**src/rtl/cpu_pkg.sv**
```systemverilog
// cpu_pkg: shared widths and the writeback request record used by the writeback path
package cpu_pkg;
  localparam int DATA_BITS = 32;
  localparam int REG_BITS = 5;
  localparam int REG_NUMS = 2 ** REG_BITS;
  typedef struct packed {
    logic [REG_BITS-1:0]  rd;
    logic [DATA_BITS-1:0] data;
  } wb_req_t;
endpackage

```
**src/rtl/wb_fifo.sv**
```systemverilog
// wb_fifo: small circular buffer holding long-latency results until the writeback port is free
// Ports: push_i/data_i enqueue, pop_i dequeues head_o, full_o/empty_o report occupancy.
module wb_fifo import cpu_pkg::*; #(
  parameter int  DEPTH = 2,
  parameter type T     = wb_req_t
) (
  input  logic clk,
  input  logic rst_n,
  input  logic push_i,
  input  T     data_i,
  input  logic pop_i,
  output T     head_o,
  output logic full_o,
  output logic empty_o
);
  localparam int AW = $clog2(DEPTH);
  T mem_q [DEPTH];
  logic [AW-1:0] wr_q, wr_d, rd_q, rd_d;
  logic [AW:0] cnt_q, cnt_d;
  logic push, pop;
  always_comb begin
    push  = push_i && !full_o;
    pop   = pop_i && !empty_o;
    wr_d  = push ? wr_q + 1'b1 : wr_q;
    rd_d  = pop ? rd_q + 1'b1 : rd_q;
    cnt_d = cnt_q + {{AW{1'b0}}, push} - {{AW{1'b0}}, pop};
  end
  always_ff @(posedge clk or negedge rst_n)
    if (!rst_n) begin
      wr_q  <= '0;
      rd_q  <= '0;
      cnt_q <= '0;
    end else begin
      wr_q  <= wr_d;
      rd_q  <= rd_d;
      cnt_q <= cnt_d;
    end
  always_ff @(posedge clk)
    if (push) mem_q[wr_q] <= data_i;
  assign head_o  = mem_q[rd_q];
  assign full_o  = cnt_q == (AW+1)'(DEPTH);
  assign empty_o = cnt_q == '0;
endmodule

```
**src/rtl/wb_arbiter.sv**
```systemverilog
// wb_arbiter: merges ALU and long-latency results onto one register-file write port and tracks pending loads
// Ports: alu_* single-cycle results (always win), lsu_* buffered long-latency results with ready,
// issue_* marks destinations pending, rs1/rs2 drive stall_o, wb_* is the registered write port.
module wb_arbiter import cpu_pkg::*; #(
  parameter int DATA_BITS  = cpu_pkg::DATA_BITS,
  parameter int REG_BITS   = cpu_pkg::REG_BITS,
  parameter int FIFO_DEPTH = 2
) (
  input  logic                 clk,
  input  logic                 rst_n,
  input  logic                 alu_valid_i,
  input  logic [REG_BITS-1:0]  alu_rd_i,
  input  logic [DATA_BITS-1:0] alu_data_i,
  input  logic                 lsu_valid_i,
  output logic                 lsu_ready_o,
  input  logic [REG_BITS-1:0]  lsu_rd_i,
  input  logic [DATA_BITS-1:0] lsu_data_i,
  input  logic                 issue_i,
  input  logic [REG_BITS-1:0]  issue_rd_i,
  input  logic [REG_BITS-1:0]  rs1_addr_i,
  input  logic [REG_BITS-1:0]  rs2_addr_i,
  output logic                 stall_o,
  output logic                 wb_reg_wr_o,
  output logic [REG_BITS-1:0]  wb_rd_addr_o,
  output logic [DATA_BITS-1:0] wb_rd_data_o
);
  localparam int NREGS = 2 ** REG_BITS;
  wb_req_t lsu_req, head;
  logic full, empty, alu_win, pop, push;
  logic [NREGS-1:0] pend_q, pend_d, set_v, clr_v;
  logic wr_q, wr_d;
  logic [REG_BITS-1:0] addr_q, addr_d;
  logic [DATA_BITS-1:0] data_q, data_d;
  assign lsu_req = '{rd: lsu_rd_i, data: lsu_data_i};
  wb_fifo #(.DEPTH(FIFO_DEPTH), .T(wb_req_t)) u_fifo (
    .clk(clk), .rst_n(rst_n), .push_i(push), .data_i(lsu_req),
    .pop_i(pop), .head_o(head), .full_o(full), .empty_o(empty)
  );
  always_comb begin
    alu_win     = alu_valid_i && alu_rd_i != '0;
    lsu_ready_o = !full;
    push        = lsu_valid_i && !full;
    // a head with rd=0 is still popped; it just produces no write
    pop         = !empty && !alu_win;
    set_v       = issue_i ? NREGS'(1) << issue_rd_i : '0;
    clr_v       = pop ? NREGS'(1) << head.rd : '0;
    // set applied after clear so a same-cycle reissue keeps the register pending
    pend_d      = ((pend_q & ~clr_v) | set_v) & ~NREGS'(1);
    wr_d        = alu_win || (pop && head.rd != '0);
    addr_d      = alu_win ? alu_rd_i : wr_d ? head.rd : addr_q;
    data_d      = alu_win ? alu_data_i : wr_d ? head.data : data_q;
    stall_o     = (rs1_addr_i != '0 && pend_q[rs1_addr_i]) || (rs2_addr_i != '0 && pend_q[rs2_addr_i]);
  end
  always_ff @(posedge clk or negedge rst_n)
    if (!rst_n) begin
      pend_q <= '0;
      wr_q   <= 1'b0;
      addr_q <= '0;
      data_q <= '0;
    end else begin
      pend_q <= pend_d;
      wr_q   <= wr_d;
      addr_q <= addr_d;
      data_q <= data_d;
    end
  assign wb_reg_wr_o  = wr_q;
  assign wb_rd_addr_o = addr_q;
  assign wb_rd_data_o = data_q;
endmodule
```
**config.mk**
```make
export PLATFORM = sky130hd
export DESIGN_NAME = wb_arbiter
export DESIGN_NICKNAME = d
export VERILOG_FILES = /design/src/rtl/cpu_pkg.sv /design/src/rtl/wb_fifo.sv /design/src/rtl/wb_arbiter.sv
export SDC_FILE = /design/constraint.sdc
export NUM_CORES = 1
export LEC_CHECK = 0
export BUFFER_PORTS_ARGS = -buffer_cell sky130_fd_sc_hd__buf_2
export CORE_MARGIN = 1
export CORE_UTILIZATION = 50
export CTS_CLUSTER_SIZE = 24
export DETAILED_ROUTE_END_ITERATION = 10
export GPL_ROUTABILITY_DRIVEN = 0
export PLACE_DENSITY_LB_ADDON = 0.25
export SLEW_MARGIN = 0
export SYNTH_ARGS = -nofsm -noshare
export SYNTH_HDL_FRONTEND = slang
export SYNTH_HIERARCHICAL = 1
export SYNTH_SLANG_ARGS = --single-unit
export TNS_END_PERCENT = 5
```
**constraint.sdc**
```tcl
create_clock -name clk -period 4.45 [get_ports clk]
set_input_delay 0.6675 -clock clk [delete_from_list [all_inputs] [get_ports clk]]
set_output_delay 0.6675 -clock clk [all_outputs]
set_load 0.01 [all_outputs]
```
==> out/metrics.yaml, run 1 <==
grt:
  antenna_found_initial: 1
  grt_overflow: 0
  grt_pass1_vias: 4615
  grt_pass1_wl_um: 23000
  grt_max_degree: 74
  grt_usage: 0.228
synthesis:
  synthFlopType: "edfxtp_1"
  synth_xor_area_frac: 0.00528
  yosysMostFrequentCell: "edfxtp_1"
  syn_area_sq_um: 6630
  synth_commonest_cells: "74 x edfxtp_1, 73 x dfrtp_1, 56 x o21ai_1"
  synth.largest_area_cell: "edfxtp_1"
  yosysSeqAreaShare: 0.611
  synth_edf_count: 74
  avgSynthCellArea_sq_um: 13.4
  ys_types: 46
  synthMuxAreaShare: 0.181
  synthTopCellsByArea: "edfxtp_1 34%, dfrtp_1 28%, mux2i_1 5.9%"
  synth_warnings: 6
  synthAdderAreaFrac: 0.00377
  synth_compound_area_frac: 0.0934
  async_reset_ff_frac: 0.497
  synth_top_family_by_area: "multiplexers"
  syn_nets: 590
  yosysTopAreaCellShare: 0.335
  synth_seq_cells: 147
  synthCells: 494
  yosys.area_share.simple: 0.0809
drt:
  vias_per_cell: 5.54
  drt_iter0_drc: 212
  routedWlPerCell_um: 18.2
  routed_wl_um: 14700
  drtAntennaViolNets: 0
  drc: 0
  via_count: 4487
  firstDrtPassIters: 4
critical_path:
  crit_arrival_ns: 3.45
  worst-endpoint-required_ns: 4.79
  critPathSlowestCell: "dfrtp_2"
  cp-start-kind: "flip-flop"
  path_buf_inv: 2
  critPathTopFamily: "simple AND/OR/NAND/NOR gates"
  path_cells: "mux2_2, or4_1, o21ai_1, and2_2, buf_4, a222oi_1, inv_1"
  cp-end-kind: "flip-flop"
  critPathKind: "flip-flop to flip-flop"
  cp_slowest_stage_delay_ns: 0.67
  crit_fanout: 50
clock_tree:
  worstSkewPairLatency_ns: 0.40
  cts_made_buffers: 17
  htreeDepth: 4
  root_buffer: "clkbuf_16"
  clock-sinks: 147
  path_clk_slew_ns: 0.06
  cts_tree: "done"
  postCtsSetupRepairBufs: 0
  cts_resized: 0
  ctsLongestPathBuffers: 2
  ctsHoldBuffers: 0
sta:
  grt_setup_unrepaired: "false"
  hold_viol: 0
  setup_violations: 0
  maxSlewHeadroom: 0.226
  min_period_over_period: 0.699
  max_freq_mhz: 321
  clock_skew_ns: 0.00780
  drv_slew: 0
  setup-tns-final_ns: 0
  layout_min_cycle_time_ns: 3.11
  worstMarginPinSlew_ns: 1.16
floorplan:
  dieArea_sq_um: 13700
  pin_count: 134
  rows: 41
  die_x_um: 117
  initial_core_util: 0.519
  core_sq_um: 12800
  die_h_um: 117
layout:
  syn_to_final_growth_pct: 21.6
  layout.cells.non_filler: 810
  n_antenna_cell: 0
  drive_above_1_share: 0.367
  post-route-util: 0.631
  fillers: 968
  fin_nets: 721
status:
  status: "finished clean"
placement:
  portBuffers: 133
  dp_cells: 778
  hpwlAfterDp_um: 10300
pwr:
  seq_power_share: 0.421
  power.leakage_nw: 3.35
  powerDensity_nw_per_um2: 671
  clkPwrFrac: 0.282
  p_switching_mw: 1.71
  swShare: 0.315
  p_comb_frac: 0.297
  vdd_ir_drop_max_mv: 0.347
  intPower_mw: 3.70
job:
  cap_viol_max_count: 0
hold_path:
  hold_path_class: "primary input to async pin"
registers in the layout, summed over array words and instances (netlist names):
name,flops
pend_q,31
u_fifo/cnt_q,2
u_fifo/mem_q,74
u_fifo/rd_q,1
u_fifo/wr_q,1
wb_rd_addr_o,5
wb_rd_data_o,32
wb_reg_wr_o,1
final timing paths:
path	start	to	slack, ns	cells after the start
worst max-delay path	u_fifo/rd_q	wb_rd_addr_o[4]	1.34	7
worst min-delay path	rst_n	wb_rd_data_o[5]	0.40	1
worst max register to register	u_fifo/rd_q	wb_rd_addr_o[4]	1.34	7
worst min register to register	wb_rd_data_o[31]	wb_rd_data_o[31]	0.49	2
max in group asynchronous	rst_n	u_fifo/rd_q	3.36	1
min in group clk	lsu_data_i[19]	u_fifo/mem_q[0][19]	0.45	1
power by group through the flow:
stage	clock (mW)	sequential, mW	combinational, mW
3_3_place_gp	0	2.27	1.56
3_5_place_dp	0	2.29	1.61
2_1_floorplan	0	2.25	1.10
4_1_cts	1.54	2.28	1.62
6_report	1.53	2.28	1.61
5_1_grt	1.60	2.34	1.77
layout make-up:
class	instances	area [sq um]	area share
Multi-Input combinational cell	313	2430	0.302
Inverter	10	37.5	0.00466
Clock inverter	15	213	0.0264
Tap cell	172	215	0.0267
Clock buffer	17	425	0.0528
Sequential cell	147	4050	0.502
Timing Repair Buffer	136	691	0.0857
cells in the final DEF (no fill, tap or decap), types with 2 or more instances in the layout:
cell	netlist	routed
nand2b_1	7	7
or4_4	4	4
nand3_1	7	7
clkinv_2	0	5
nor2b_1	11	11
buf_4	0	4
o21ai_1	56	56
nor2_1	7	6
nor3b_1	2	2
or2_2	2	2
o21ai_0	38	38
dfrtp_1	73	72
nand2_1	48	48
mux2_2	23	23
bufinv_16	0	5
a221oi_1	2	2
mux2_4	20	20
edfxtp_1	74	74
clkinv_4	0	2
nand4_1	5	5
inv_1	10	10
a31oi_1	2	2
o2bb2ai_1	3	3
clkbuf_16	0	17
buf_2	15	132
mux4_2	11	11
xnor2_1	3	3
mux2i_1	39	39
or2b_1	2	2
ha_1	2	2
layer usage:
metal | part of all wire | GRT usage | vias to the layer above
li1 | - | - | 2103
met1 | 0.41 | 0.278 | 2236
met2 | 0.52 | 0.395 | 128
met3 | 0.049 | 0.0525 | 18
met4 | 0.016 | 0.0869 | 2
met5 | 0.00088 | 0 | -
logic make-up after synthesis:
kind of cell	after synthesis
and+or+nand+nor	103
buffers and inverters	34
adders and majority gates	2
DFF	147
muxes	93
AOI/OAI and AO/OA	111
xor gates and xnor gates	4
through the flow:
step                      area (sq um)  setup slack [ns]  hold slack, ns  power [mW]
final                             8060              1.34           0.400        5.41
after global routing              8060              1.04           0.436        5.71
after CTS                         8060              1.31           0.432        5.44
after detailed placement          7420              1.17           0.474        3.91
after global placement            7420              1.29           0.466        3.83
after floorplan                   6630              1.55           0.372        3.35
worst reg2reg max path, stage by stage, from the launching register on:
cell and delay (ns):
dfrtp_2 0.67, mux2_2 0.50, or4_1 0.59, o21ai_1 0.13, and2_2 0.41, buf_4 0.50
a222oi_1 0.18, inv_1 0.08
No activity file was read; power rests on OpenSTA's default activity.
==> run 2: changes to the inputs <==
ABC_AREA = 1   (was default)
clock period = 2.52 ns   (was 4.45 ns; I/O delays follow)
==> run 2 against run 1 <==
Clock power grew 75%. Highest routed layer is now met4. Register-to-register slack lost 1.0 ns. Critical endpoint is now wb_rd_data_o[1]. Critical path type unchanged. Count of clock-buffer cells in the layout grew 1. Global-route usage grew 0.78 points. Combinational power grew 110%.
==> out/metrics.yaml, run 2 <==
floorplan:
  core_sq_um: 13900
  initial_core_util: 0.514
  pin_count: 134
  dieArea_sq_um: 14800
  die_x_um: 121
  die_h_um: 121
  rows: 43
synthesis:
  synth_warnings: 6
  synthTopCellsByArea: "edfxtp_1 31%, dfrtp_1 26%, nand2_1 14%"
  syn_area_sq_um: 7140
  async_reset_ff_frac: 0.497
  ys_types: 32
  synthFlopType: "edfxtp_1"
  synthCells: 755
  synth.largest_area_cell: "edfxtp_1"
  syn_nets: 851
  avgSynthCellArea_sq_um: 9.46
  yosysSeqAreaShare: 0.567
  yosysTopAreaCellShare: 0.311
  synth_edf_count: 74
  synth_seq_cells: 147
  synth_commonest_cells: "272 x nand2_1, 74 x edfxtp_1, 73 x dfrtp_1"
  yosysMostFrequentCell: "nand2_1"
hold_path:
  hold_path_class: "primary input to flip-flop"
pwr:
  p_switching_mw: 3.59
  intPower_mw: 6.33
  seq_power_share: 0.387
  p_comb_frac: 0.343
  powerDensity_nw_per_um2: 1160
  power.leakage_nw: 4.01
  vdd_ir_drop_max_mv: 0.694
  total_power_mw: 9.92
  clkPwrFrac: 0.270
  swShare: 0.362
job:
  cap_viol_max_count: 0
sta:
  min_period_over_period: 0.870
  max_freq_mhz: 456
  setup-tns-final_ns: 0
  hold_viol: 0
  maxSlewHeadroom: 0.631
  grt_setup_unrepaired: "false"
  clock_skew_ns: 0.00954
  hold_ws_ns: 0.154
  worstMarginPinSlew_ns: 0.551
  setup_violations: 0
  layout_min_cycle_time_ns: 2.19
  drv_slew: 0
grt:
  grt_overflow: 0
  grt_pass1_wl_um: 26500
  antenna_found_initial: 1
  grt_usage: 0.236
  grt_pass1_vias: 5499
  grt_max_degree: 72
status:
  status: "finished clean"
clock_tree:
  root_buffer: "clkbuf_16"
  cts_tree: "done"
  cts_made_buffers: 17
  clock-sinks: 147
  cts_resized: 0
  postCtsSetupRepairBufs: 0
  worstSkewPairLatency_ns: 0.41
  path_clk_slew_ns: 0.06
  htreeDepth: 4
  ctsLongestPathBuffers: 2
  ctsHoldBuffers: 1
drt:
  drtAntennaViolNets: 0
  firstDrtPassIters: 7
  vias_per_cell: 5.20
  via_count: 5615
  drt_iter0_drc: 296
  routedWlPerCell_um: 15.0
  routed_wl_um: 16300
  drc: 0
critical_path:
  critPathKind: "flip-flop to flip-flop"
  critPathLaunch: "u_fifo/rd_q"
  crit_top_cell: "nand2_1"
  rr_endpoint: "wb_rd_data_o[1]"
  r2r_cells: 9
  critPathTopFamily: "buffers and inverters"
  worst-path-stages: 9
  cp_slowest_stage_delay_ns: 0.40
  path_cells: "inv_2, buf_4, nand2_1, nand2_1, o21ai_2, nand2_4, clkinv_8, nand2_1, o21ai_2"
  cp-start-kind: "flip-flop"
  crit_end: "wb_rd_data_o[1]"
  reg2reg_from: "u_fifo/rd_q"
  critPathSlowestCell: "dfrtp_1"
  rrSetupSlack_ns: 0.33
  crit_fanout: 71
  path_buf_inv: 3
  crit_arrival_ns: 2.48
  cp-end-kind: "flip-flop"
  worst-endpoint-required_ns: 2.81
layout:
  final_cell_mix: "272 x nand2_1, 132 x buf_2, 74 x edfxtp_1"
  design_area_sq_um: 8570
  regArea_sq_um: 4050
  fin_nets: 982
  post-route-util: 0.617
  fillers: 1174
  drive_above_1_share: 0.258
  final_common_cell: "nand2_1"
  multi_input_area_sq_um: 2560
  regMostFlops: "u_fifo/mem_q"
  syn_to_final_growth_pct: 20.0
  largest_reg_flops: 74
placement:
  dpl-instance-area_sq_um: 7910
  portBuffers: 133
  hpwlAfterDp_um: 11500
## run 2: cell types whose count changed in the layout (fill, tap and decap cells not counted), moves of 36 or more
cell,change
nand2_1,+224
nand3_1,+44
o21ai_2,+36
o21ai_1,-53
inv_1,+57
## run 2: through the flow
step	cells	worst slack [ns]
2_1_floorplan	755	0.403
3_3_place_gp	1046	0.390
3_5_place_dp	1046	0.390
4_1_cts	1079	0.331
5_1_grt	1079	0.101
6_report	1080	0.327
## run 2: final cells by class
| class | instances | area share |
|---|---|---|
| Inverter | 71 | 0.0326 |
| Clock buffer | 18 | 0.0513 |
| Multi-Input combinational cell | 504 | 0.299 |
| Tap cell | 180 | 0.0263 |
| Clock inverter | 14 | 0.0234 |
| Timing Repair Buffer | 145 | 0.0947 |
| Antenna cell | 1 | 0.000292 |
| Sequential cell | 147 | 0.473 |
## run 2: how the worst min path moves through the flow
| stage | from | endpoint | slack [ns] | cells past startpoint |
|---|---|---|---|---|
| final | lsu_data_i[13] | u_fifo/mem_q[0][13] | 0.15 | 1 |
| after global routing | lsu_data_i[16] | u_fifo/mem_q[1][16] | 0.14 | 1 |
| after global placement | rst_n | wb_rd_data_o[22] | 0.40 | 1 |
| after CTS | lsu_data_i[16] | u_fifo/mem_q[1][16] | 0.14 | 1 |
| after floorplan | rst_n | pend_q[10] | 0.08 | 0 |
| after detailed placement | rst_n | wb_rd_data_o[20] | 0.40 | 1 |
## run 2: power by group through the flow
stage / Clock (mW) / Sequential [mW] / Combinational, mW
6_report: 2.68 / 3.84 / 3.40
5_1_grt: 2.84 / 3.92 / 3.84
4_1_cts: 2.72 / 3.84 / 3.43
3_5_place_dp: 0 / 3.87 / 3.40
3_3_place_gp: 0 / 3.86 / 3.32
2_1_floorplan: 0 / 3.94 / 2.33
## run 2: per-layer routing
layer  share of wire  track usage  vias up
li1                -            -     2780
met3           0.056       0.0526       30
met2            0.51        0.412      172
met5               0            0        -
met4           0.019       0.0864        0
met1            0.41        0.283     2633
## run 2: logic make-up (layout without fill, tap and decap cells)
kind of cell             Yosys count  after routing  share of synthesized area
AND/OR/NAND/NOR                  376            376                      0.219
flip-flops                       147            147                      0.567
buffers and inverters            104            248                     0.0754
AO/OA/AOI/OAI                     94             94                     0.0897
multiplexers                      32             32                     0.0449
adder cells (fa/ha/maj)            2              2                    0.00350
other                              0              1                          0
## run 2: worst reg2reg max path, cell delays in order, from the launching register on
cell	delay, ns
dfrtp_1	0.40
inv_2	0.26
buf_4	0.25
nand2_1	0.07
nand2_1	0.28
o21ai_2	0.13
nand2_4	0.12
clkinv_8	0.25
nand2_1	0.26
o21ai_2	0.06
==> run 3: changes to the inputs <==
CTS_BUF_LIST = sky130_fd_sc_hd__clkbuf_4   (was default)
==> run 3 against run 2 <==
Cell count is 2.0% higher. Design area down 0.93%. First-iteration DRC count decreased by 7.4%. Worst setup slack better by 0.0036 ns. Clock power shrank 37%. Non-clock buffer count increased by 23. Critical endpoint is now wb_rd_data_o[15]. Core utilization shrank 0.58 points. Maximum frequency up 0.16%. Via count is 0.59% higher.
==> out/metrics.yaml, run 3 (synthesis results as in run 2) <==
placement:
  portBuffers: 133
  hpwlAfterDp_um: 11500
  dpl-instance-area_sq_um: 7910
  dp_slack_ns: 0.390
layout:
  final_common_cell: "nand2_1"
  final_cell_mix: "272 x nand2_1, 132 x buf_2, 74 x edfxtp_1"
  largest_reg_flops: 74
  drive_above_1_share: 0.251
  fin_nets: 1005
  n_antenna_cell: 0
  design_area_sq_um: 8490
  regMostFlops: "u_fifo/mem_q"
  syn_to_final_growth_pct: 18.9
pwr:
  seq_power_share: 0.429
  p_switching_mw: 3.47
  p_comb_frac: 0.382
  powerDensity_nw_per_um2: 1050
  total_power_mw: 8.90
  power.leakage_nw: 3.97
  intPower_mw: 5.43
  swShare: 0.390
  vdd_ir_drop_max_mv: 0.562
  clkPwrFrac: 0.188
critical_path:
  cp-start-kind: "flip-flop"
  critPathKind: "flip-flop to flip-flop"
  critPathSlowestCell: "dfrtp_1"
  crit_top_cell: "nand2_1"
  path_buf_inv: 3
  cp-end-kind: "flip-flop"
  r2r_cells: 9
  critPathTopFamily: "buffers and inverters"
  worst-path-stages: 9
  crit_fanout: 71
  cp_slowest_stage_delay_ns: 0.42
  crit_arrival_ns: 2.60
  worst-endpoint-required_ns: 2.93
  path_cells: "inv_2, buf_4, nand2_1, nand2_1, o21ai_2, nand2_4, clkinv_8, nand2_1, o21ai_2"
clock_tree:
  htreeDepth: 4
  root_buffer: "clkbuf_4"
  postCtsSetupRepairBufs: 0
  path_clk_slew_ns: 0.13
  clock-sinks: 147
  ctsLongestPathBuffers: 2
  cts_made_buffers: 17
  cts_tree: "done"
  worstSkewPairLatency_ns: 0.52
sta:
  max_freq_mhz: 457
  layout_min_cycle_time_ns: 2.19
  maxSlewHeadroom: 0.620
  fin_ws_ns: 0.331
  setup-tns-final_ns: 0
  min_period_over_period: 0.869
  setup_violations: 0
  clock_skew_ns: 0.0178
  drv_slew: 0
  grt_setup_unrepaired: "false"
  worstMarginPinSlew_ns: 0.569
  hold_viol: 0
floorplan:
  initial_core_util: 0.514
  pin_count: 134
  rows: 43
  die_x_um: 121
  die_h_um: 121
  dieArea_sq_um: 14800
  core_sq_um: 13900
grt:
  grt_usage: 0.232
  grt_pass1_vias: 5519
  grt_max_degree: 72
  grt_overflow: 0
  antenna_found_initial: 0
  grt_pass1_wl_um: 26100
drt:
  drtAntennaViolNets: 0
  vias_per_cell: 5.13
  routedWlPerCell_um: 14.6
  routed_wl_um: 16100
  firstDrtPassIters: 5
  via_count: 5648
  drc: 0
  drt_iter0_drc: 274
status:
  status: "finished clean"
hold_path:
  hold_path_class: "primary input to flip-flop"
  hold_depth: 1
job:
  cap_viol_max_count: 0
## run 3: stage by stage
stage | hold WS, ns | instances | utilization
floorplan | 0.0824 | 755 | -
global placement | 0.401 | 1046 | 0.570
detailed placement | 0.403 | 1046 | 0.570
CTS | 0.000108 | 1087 | 0.601
global route | 0.0000140 | 1102 | 0.611
finish | 0.0383 | 1102 | 0.611
## run 3: timing repair
item	CTS	global route
hold buffers	9	15
resized for setup	0	0
hold endpoints to repair	54	25
## run 3: final cells by class
cell class	instances	area (sq um)
clock buffers	17	128
clock inverters	15	204
fillers	1195	5400
inverters	71	279
multi-input cells	504	2560
flip-flops and latches	147	4050
well taps	180	225
repair buffers	168	1040
## run 3: worst paths after layout
kind / from / slack [ns] / end
worst max register to register: u_fifo/rd_q / 0.33 / wb_rd_data_o[15]
min in group asynchronous: rst_n / 0.39 / wb_rd_data_o[20]
max in group asynchronous: rst_n / 1.54 / wb_rd_data_o[7]
worst max-delay path: u_fifo/rd_q / 0.33 / wb_rd_data_o[15]
worst min-delay path: lsu_data_i[0] / 0.04 / u_fifo/mem_q[1][0]
worst min register to register: wb_rd_data_o[26] / 0.49 / wb_rd_data_o[26]
## run 3: routing by layer
| metal | vias to the layer above | wire (um) | global-route usage |
|---|---|---|---|
| met1 | 2637 | 6850 | 0.280 |
| met2 | 159 | 8160 | 0.402 |
| met4 | 0 | 304 | 0.0826 |
| li1 | 2827 | - | - |
| met5 | - | 0 | 0 |
| met3 | 25 | 764 | 0.0545 |
## run 3: power groups by stage
stage          clock (mW)  combinational, mW  sequential [mW]
2_1_floorplan           0               2.33             3.94
3_3_place_gp            0               3.32             3.86
3_5_place_dp            0               3.40             3.87
4_1_cts              1.71               3.42             3.82
5_1_grt              1.81               3.85             3.90
6_report             1.68               3.40             3.82
